File: config.mk
export PLATFORM = sky130hd
export DESIGN_NAME = breakout_sound
export DESIGN_NICKNAME = d
export VERILOG_FILES = /design/src/rtl/breakout_pkg.sv /design/src/rtl/breakout_sound_tick_sync.sv /design/src/rtl/breakout_sound.sv
export SDC_FILE = /design/constraint.sdc
export NUM_CORES = 1
export LEC_CHECK = 0
export ABC_AREA = 0
export BUFFER_PORTS_ARGS = -buffer_cell sky130_fd_sc_hd__buf_2
export CORE_ASPECT_RATIO = 1.4
export CORE_MARGIN = 5
export CORE_UTILIZATION = 44
export CTS_CLUSTER_SIZE = 12
export DETAILED_ROUTE_END_ITERATION = 7
export GPL_ROUTABILITY_DRIVEN = 0
export GPL_TIMING_DRIVEN = 0
export PLACE_DENSITY = 0.7
export SLEW_MARGIN = 0
export SYNTH_ARGS = -nofsm -noshare
export SYNTH_HDL_FRONTEND = slang
export SYNTH_SLANG_ARGS = --single-unit
File: constraint.sdc
create_clock -name clk -period 6.4 [get_ports clk]
set_clock_uncertainty 0.15 [all_clocks]
set_input_delay 1.28 -clock clk [delete_from_list [all_inputs] [get_ports clk]]
set_output_delay 1.28 -clock clk [all_outputs]
set_load 0.02 [all_outputs]
File: src/rtl/breakout_pkg.sv
// Shared constants for the breakout audio back-end: sound codes, FSM states
// and the code-validity helper.
package breakout_pkg;

    localparam logic [2:0] SND_NONE   = 3'd0;
    localparam logic [2:0] SND_WALL   = 3'd1;
    localparam logic [2:0] SND_BRICK1 = 3'd2;
    localparam logic [2:0] SND_BRICK2 = 3'd3;
    localparam logic [2:0] SND_LOW    = 3'd4;

    typedef enum logic [1:0] {
        IDLE,
        TONE,
        TONE2
    } state_t;

    // Only codes 1..4 map to a tone; 0 and 5..7 are silently dropped.
    function automatic logic snd_is_valid(input logic [2:0] code);
        return (code != SND_NONE) && (code <= SND_LOW);
    endfunction

endpackage

File: src/rtl/breakout_sound_tick_sync.sv
// Two-flop synchroniser for the slow game clock plus a rising-edge detector.
module tick_sync (
    input  logic clk,
    input  logic rst_n,
    input  logic async_i,
    output logic rise_o
);

    logic sync1_q;
    logic sync2_q;
    logic prev_q;

    always_ff @(posedge clk) begin
        if (!rst_n) begin
            sync1_q <= 1'b0;
            sync2_q <= 1'b0;
            prev_q  <= 1'b0;
        end else begin
            sync1_q <= async_i;
            sync2_q <= sync1_q;
            prev_q  <= sync2_q;
        end
    end

    assign rise_o = sync2_q & ~prev_q;

endmodule

File: src/rtl/breakout_sound.sv
// Breakout audio back-end: decodes the ball-stage sound code into a timed
// square wave. Define BREAKOUT_SOUND_CHIRP_EN for the two-step brick chirp.
module breakout_sound
    import breakout_pkg::*;
#(
    parameter int unsigned TONE_CYCLES = 2_500_000,
    parameter int unsigned HP_WALL     = 56_818,
    parameter int unsigned HP_BRICK1   = 37_879,
    parameter int unsigned HP_BRICK2   = 28_409,
    parameter int unsigned HP_LOW      = 113_636
) (
    input  logic       clk,
    input  logic       reset,
    input  logic       game_tick,
    input  logic [2:0] sound_code,
    input  logic       erase_enable,
    output logic       speaker,
    output logic       busy,
    output logic [2:0] current_code
);

    localparam logic [21:0] DUR_LAST = 22'(TONE_CYCLES - 1);
`ifdef BREAKOUT_SOUND_CHIRP_EN
    localparam logic [21:0] HALF_LAST = 22'(TONE_CYCLES / 2 - 1);
`endif

    state_t      state_q, state_d;
    logic        spk_q, spk_d;
    logic [2:0]  code_q, code_d;
    logic [2:0]  last_q, last_d;
    logic [16:0] hp_q, hp_d;
    logic [16:0] hp_cnt_q, hp_cnt_d;
    logic [21:0] dur_q, dur_d;
    logic [21:0] dur_last;
    logic        tick_rise;
    logic        trigger;

    tick_sync u_tick_sync (
        .clk    (clk),
        .rst_n  (reset),
        .async_i(game_tick),
        .rise_o (tick_rise)
    );

    function automatic logic [16:0] half_period(input logic [2:0] code);
        case (code)
            SND_WALL:   return 17'(HP_WALL);
            SND_BRICK1: return 17'(HP_BRICK1);
            SND_BRICK2: return 17'(HP_BRICK2);
            default:    return 17'(HP_LOW);
        endcase
    endfunction

    always_comb begin
        state_d  = state_q;
        spk_d    = spk_q;
        code_d   = code_q;
        last_d   = last_q;
        hp_d     = hp_q;
        hp_cnt_d = hp_cnt_q;
        dur_d    = dur_q;
        dur_last = DUR_LAST;
        trigger  = tick_rise && ((sound_code != last_q) || erase_enable)
                   && snd_is_valid(sound_code);

        if (tick_rise) begin
            last_d = sound_code;
        end

`ifdef BREAKOUT_SOUND_CHIRP_EN
        if (code_q == SND_BRICK2) begin
            dur_last = HALF_LAST;
        end
`endif

        if (state_q != IDLE) begin
            if (hp_cnt_q == hp_q - 17'd1) begin
                hp_cnt_d = '0;
                spk_d    = ~spk_q;
            end else begin
                hp_cnt_d = hp_cnt_q + 17'd1;
            end

            if (dur_q == dur_last) begin
`ifdef BREAKOUT_SOUND_CHIRP_EN
                if (state_q == TONE && code_q == SND_BRICK2) begin
                    state_d  = TONE2;
                    hp_d     = 17'(HP_BRICK1);
                    hp_cnt_d = '0;
                    dur_d    = '0;
                    spk_d    = 1'b1;
                end else
`endif
                begin
                    state_d  = IDLE;
                    spk_d    = 1'b0;
                    code_d   = SND_NONE;
                    hp_cnt_d = '0;
                    dur_d    = '0;
                end
            end else begin
                dur_d = dur_q + 22'd1;
            end
        end

        // Applied last so a trigger coinciding with expiry restarts the tone.
        if (trigger) begin
            state_d  = TONE;
            hp_d     = half_period(sound_code);
            hp_cnt_d = '0;
            dur_d    = '0;
            code_d   = sound_code;
            spk_d    = 1'b1;
        end
    end

    always_ff @(posedge clk) begin
        if (!reset) begin
            state_q  <= IDLE;
            spk_q    <= 1'b0;
            code_q   <= SND_NONE;
            last_q   <= SND_NONE;
            hp_q     <= '0;
            hp_cnt_q <= '0;
            dur_q    <= '0;
        end else begin
            state_q  <= state_d;
            spk_q    <= spk_d;
            code_q   <= code_d;
            last_q   <= last_d;
            hp_q     <= hp_d;
            hp_cnt_q <= hp_cnt_d;
            dur_q    <= dur_d;
        end
    end

    assign speaker      = spk_q;
    assign busy         = (state_q != IDLE);
    assign current_code = code_q;

endmodule

Word-level counts from Yosys, hierarchy flattened
Cells that the tools add are included.
{"block": "classes", "n_reduce_logical": 11, "n_eq_ne": 6, "n_lt_le_gt_ge": 1, "add_sub_neg": 3, "n_mux": 14, "bitwise": 4}
{"op": "case mux 17 bit (3 select lines)", "count": 1}
{"op": "two-way mux 17 bit", "count": 2}
{"op": "adder 22 x 1 -> 22 bit (second input constant)", "count": 1}
{"op": "equality test 22 bit (second input constant)", "count": 1}
{"op": "two-way mux 22 bit", "count": 1}
{"op": "adder 17 x 1 -> 17 bit (second input constant)", "count": 1}
{"op": "equality test 17 bit", "count": 1}
{"op": "subtractor 17 x 1 -> 17 bit (second input constant)", "count": 1}
{"op": "two-way mux 3 bit", "count": 3}
{"op": "two-way mux 1 bit", "count": 7}
{"op": "equality test 3 x 2 -> 1 bit (second input constant)", "count": 2}
{"op": "nonzero test 3 bit", "count": 2}
{"op": "AND reduction 2 bit", "count": 2}
{"op": "nonzero test 2 bit", "count": 2}
{"op": "equality test 3 x 1 -> 1 bit (second input constant)", "count": 1}
{"op": "<= comparator 3 bit (second input constant)", "count": 1}
{"op": "logical AND 1 bit", "count": 3}
{"op": "inequality test 3 bit", "count": 1}
{"op": "inverter 1 bit", "count": 3}
{"op": "OR reduction 2 bit", "count": 1}
{"op": "bitwise AND 1 bit", "count": 1}
{"op": "logical OR 1 bit", "count": 1}
{"block": "totals", "inputBits": 7, "ff_bits": 67, "elab_cells": 49, "out_inout_bits": 5}

Longest topological paths before layout
{"block": "logic_depth", "depth_word": 6, "depth_mapped": 10, "mapped_depth_nobuf": 9}

By module
A second synthesis with hierarchy kept.
{"block": "unflattened", "hier_cells": 409, "hier_area_um2": 3333.2}
{"module": "breakout_sound", "area_per_inst_um2": 3240.6, "n_inst": 1, "cells_each": 402}
{"module": "tick_sync", "area_per_inst_um2": 92.6, "n_inst": 1, "cells_each": 7}

Least setup slack after synthesis
OpenSTA, ideal clock, no wires.
{"block": "synth_timing", "path_type": "input to register", "startpoint": "in sound_code[1]", "endpoint": "reg hp_cnt_q[10]", "arrival_time_ps": 3086, "setup_slack_ps": 3098, "setup_ps": 65, "path_buffers": 1, "path_stages": 8, "cell_sequence": "clkbuf_1 > xnor2_1 > nand2_1 > o311ai_1 > nand2_1 > nor2_1 > o21ai_4 > nor2_1"}
{"block": "synth_between", "elab_chain_cells": 5}
{"item": "from (decl)", "line": "breakout_sound.sv:15", "text": "input logic [2:0] sound_code,"}
{"item": "parallel branches: the longest is 3 deep, another holds <= comparator 3 bit"}
{"item": "logical AND 1 bit (*)", "line": "breakout_sound.sv:64", "text": "&& snd_is_valid(sound_code);"}
{"item": "OR reduction 2 bit (no source line) (*)"}
{"item": "to (signal assigned)", "line": "breakout_sound.sv:132", "text": "hp_cnt_q <= hp_cnt_d;"}
{"item": "to (decl)", "line": "breakout_sound.sv:32", "text": "logic [16:0] hp_cnt_q, hp_cnt_d;"}
Mark *: on every way between the ends.
A chain may end at the register's enable or synchronous reset.

Worst setup path in the final report
{"block": "layout_timing", "startpoint": "in sound_code[1]", "endpoint": "reg hp_cnt_q[6]"}
The elaborated chain is that of the path after synthesis.

==> run_results.csv <==
group,metric,value,unit
worst_setup_path,start_kind,"input port",
route,ant_nets,0,
die,coreArea,6980,µm²
final_layout,nets,399,
clock_tree,cts_resized,0,
route,wl,6820,µm
power_and_ir_drop,p_per_area,239,nW/µm²
clock_tree,clockBufferDepth,2,
route,drc,0,
power_and_ir_drop,power_frac_seq,46.8,%
clock_tree,h-tree-depth,3,
logic_synthesis,synth_cell_types,54,
die,start_util,45.5,%
sta,period_share,56.9,%
route,vias_per_cell,5.56,
logic_synthesis,syn-cell-area,3180,µm²
route,drtIter0Drc,174,
final_layout,design_area,3560,µm²
worst_setup_path,critical_path_buf_inv_count,1,
final_layout,fillers,661,
worst_setup_path,arrival,3.78,ns
clock_tree,clk_latency,0.35,ns
min_path,hold_path.class,"flip-flop to flip-flop",
worst_setup_path,cp_top_family,"simple AND/OR/NAND/NOR gates",
final_layout,final-seq-area,1240,µm²
sta,period_minus_slack,3.64,ns
die,io_pins,12,
die,die_h,111,µm
clock_tree,clock_sinks,62,
logic_synthesis,ys_warn_count,0,
sta,rsz0062_at_grt,"no",
die,rows,36,
logic_synthesis,seq_area_frac_synth,39.1,%
sta,hold_viol_final,0,
logic_synthesis,syn_inst,370,
grt,grt_pass1_wl,11900,µm
final_layout,fin_util,50.9,%
placement,placed_cells,473,
power_and_ir_drop,peakVddDrop,0.143,mV
logic_synthesis,synthArstFlopShare,0,%
sta,setup_viol,0,
power_and_ir_drop,p_comb_share,7.8,%
worst_setup_path,cp_max_fo,10,
die,die_w,81.8,µm
route,vias,2719,
grt,antenna_found_initial,0,
placement,portBuffers,8,
route,dr.pass1.iters,4,
die,dieArea,9040,µm²
clock_tree,clockRootBuffer,"clkbuf_8",
placement,dp_hpwl,4950,µm
sta,finalMaxSlewViolations,0,
grt,track_usage,16.6,%
power_and_ir_drop,p_switching,203,µW
clock_tree,cts_hold_buf,0,
clock_tree,postCtsSetupBuffers,0,
worst_setup_path,path_cells,"clkbuf_1 -> xnor2_1 -> nand2_1 -> o311ai_1 -> nand2_1 -> nor2_1 -> o21ai_4 -> nor2_1",
clock_tree,cts_tree,"built",
logic_synthesis,synth_nets,380,
route,wire_per_inst,14.0,µm
power_and_ir_drop,power_frac_clock,45.4,%
worst_setup_path,critPathKind,"input port to flip-flop",
sta,tns,0,ns
flow_run,maxCapViolCount,0,
worst_setup_path,cp_slowest_cell,"o311ai_1",
power_and_ir_drop,swShare,23.9,%
worst_setup_path,worst_setup_path_end_kind,"flip-flop",
worst_setup_path,cp.required,6.54,ns
grt,overflow,0,
final_layout,layout-drive-gt1-share,8.88,%
sta,worst_slew_pin_slew,0.861,ns
power_and_ir_drop,p_int,648,µW
worst_setup_path,slowest_delay,0.65,ns
logic_synthesis,syn_avg_cell_area,8.58,µm²
clock_tree,clk_pin_slew,0.07,ns
sta,relSlewSlack,42.2,%
logic_synthesis,synth-edff-count,0,
logic_synthesis,synth.ff_latch_count,62,
logic_synthesis,ys.flop_type,"dfxtp_1",
outcome,status,"complete, no violations",
grt,grt_max_degree,12,
clock_tree,numCtsBuffers,9,
final_layout,multiInputGateArea,1830,µm²
placement,placed_area,3330,µm²
final_layout,fin_cells,489,
final_layout,n_antenna_cell,0,
final_layout,area_delta_synth_final,12.0,%
power_and_ir_drop,leakage,1.34,nW
sta,max_freq,274,MHz
grt,grt_pass1_vias,2538,
## worst register-to-register path, cell delays in order, from the launching register on
cell,delay [ns]
dfxtp_1,0.37
inv_1,0.08
ha_1,0.27
or4b_2,0.64
nor4_1,0.31
nand3_1,0.12
a22oi_1,0.25
nand4_2,0.22
o21ai_4,0.34
nor2_1,0.09
## sequential cells by signal (all words and copies together), names as in the netlist
register	flops
u_tick_sync.sync2_q	1
u_tick_sync.prev_q	1
dur_q	22
state_q	1
last_q	3
u_tick_sync.sync1_q	1
hp_cnt_q	17
current_code	3
speaker	1
hp_q	12
## kinds of logic (layout without fill, tap and decap cells)
group,after synthesis,after routing,share of synthesized area (%)
XOR/XNOR,48,48,13.2
AND/OR/NAND/NOR,175,175,29.4
AO/OA/AOI/OAI,54,54,12.9
adder cells (fa/ha/maj),3,3,1.18
flip-flops,62,62,39.1
buffers and inverters,25,49,3.27
multiplexers,3,3,0.946
## placed cells by master (no fill, tap or decap), drive strengths merged, types with 6 or more instances in the layout
master / Yosys / layout
dfxtp: 62 / 62
nor2: 45 / 45
xor2: 31 / 31
nand2: 31 / 31
clkbuf: 14 / 24
nand3: 22 / 22
xnor2: 17 / 17
nand4: 16 / 16
a21oi: 11 / 11
buf: 3 / 11
and3: 9 / 9
nor3: 8 / 8
inv: 7 / 7
nor2b: 7 / 7
a21boi: 6 / 6
a31oi: 6 / 6
o21ai: 6 / 6
## power groups by stage
stage | registers [mW] | clock network, mW | logic, mW
after CTS | 0.398 | 0.395 | 0.0670
after detailed placement | 0.407 | 0 | 0.0666
after global placement | 0.407 | 0 | 0.0651
final | 0.398 | 0.387 | 0.0665
after floorplan | 0.408 | 0 | 0.0494
after global routing | 0.399 | 0.412 | 0.0736
## final timing paths
kind	endpoint	slack, ns	cells after the start	startpoint
min	u_tick_sync.sync2_q	0.29	1	u_tick_sync.sync1_q
min reg2reg	u_tick_sync.sync2_q	0.29	1	u_tick_sync.sync1_q
max	hp_cnt_q[6]	2.76	8	sound_code[1]
max reg2reg	hp_cnt_q[6]	3.43	9	hp_q[0]
## synth_stat cells (2+ instances only)
cell	count	area share, %
inv_1	7	0.83
and4_1	2	0.55
a31oi_1	6	1.2
or3_1	3	0.59
a21oi_1	11	1.7
ha_1	3	1.2
buf_2	2	0.32
nor4b_1	4	1.1
nor3_1	8	1.3
nand4_1	15	3.0
and2_1	5	0.99
a22oi_1	2	0.47
o21ai_0	5	0.79
a32o_1	3	0.95
nor2b_1	7	1.4
nand2b_1	3	0.59
o211a_1	5	1.6
a21boi_0	6	1.4
nand3_1	22	3.5
xnor2_1	17	4.7
nor4_1	4	0.79
nor2_1	45	5.3
nor3b_1	2	0.47
dfxtp_1	62	39
or4b_2	3	0.95
nand3b_1	4	0.95
o211ai_1	2	0.47
xor2_1	31	8.6
mux2i_1	3	0.95
nand4b_1	3	0.83
nand2_1	31	3.7
and3_1	9	1.8
clkbuf_1	14	1.7
## area by class of cell
type	count	area share (%)
Timing Repair Buffer	8	1.13
Clock buffer	10	3.87
Buffer	17	2.08
Clock inverter	6	2.39
Tap cell	95	3.34
Sequential cell	62	34.9
Multi-Input combinational cell	283	51.5
Inverter	8	0.844
## layer usage
| metal | share of wire, % | up-vias | global-route usage [%] |
|---|---|---|---|
| li1 | - | 1361 | - |
| met1 | 46 | 1301 | 22.1 |
| met2 | 48 | 44 | 24.8 |
| met3 | 3.1 | 13 | 3.01 |
| met4 | 2.4 | 0 | 9.09 |
| met5 | 0 | - | 0 |
## through the flow
stage               power, mW  setup WS [ns]  hold slack, ns
global route            0.885           2.59           0.303
detailed placement      0.474           2.36           0.278
floorplan               0.457           3.10           0.262
global placement        0.472           2.40           0.270
finish                  0.851           2.76           0.291
CTS                     0.860           2.74           0.296
No activity file was read; power rests on OpenSTA's default activity.
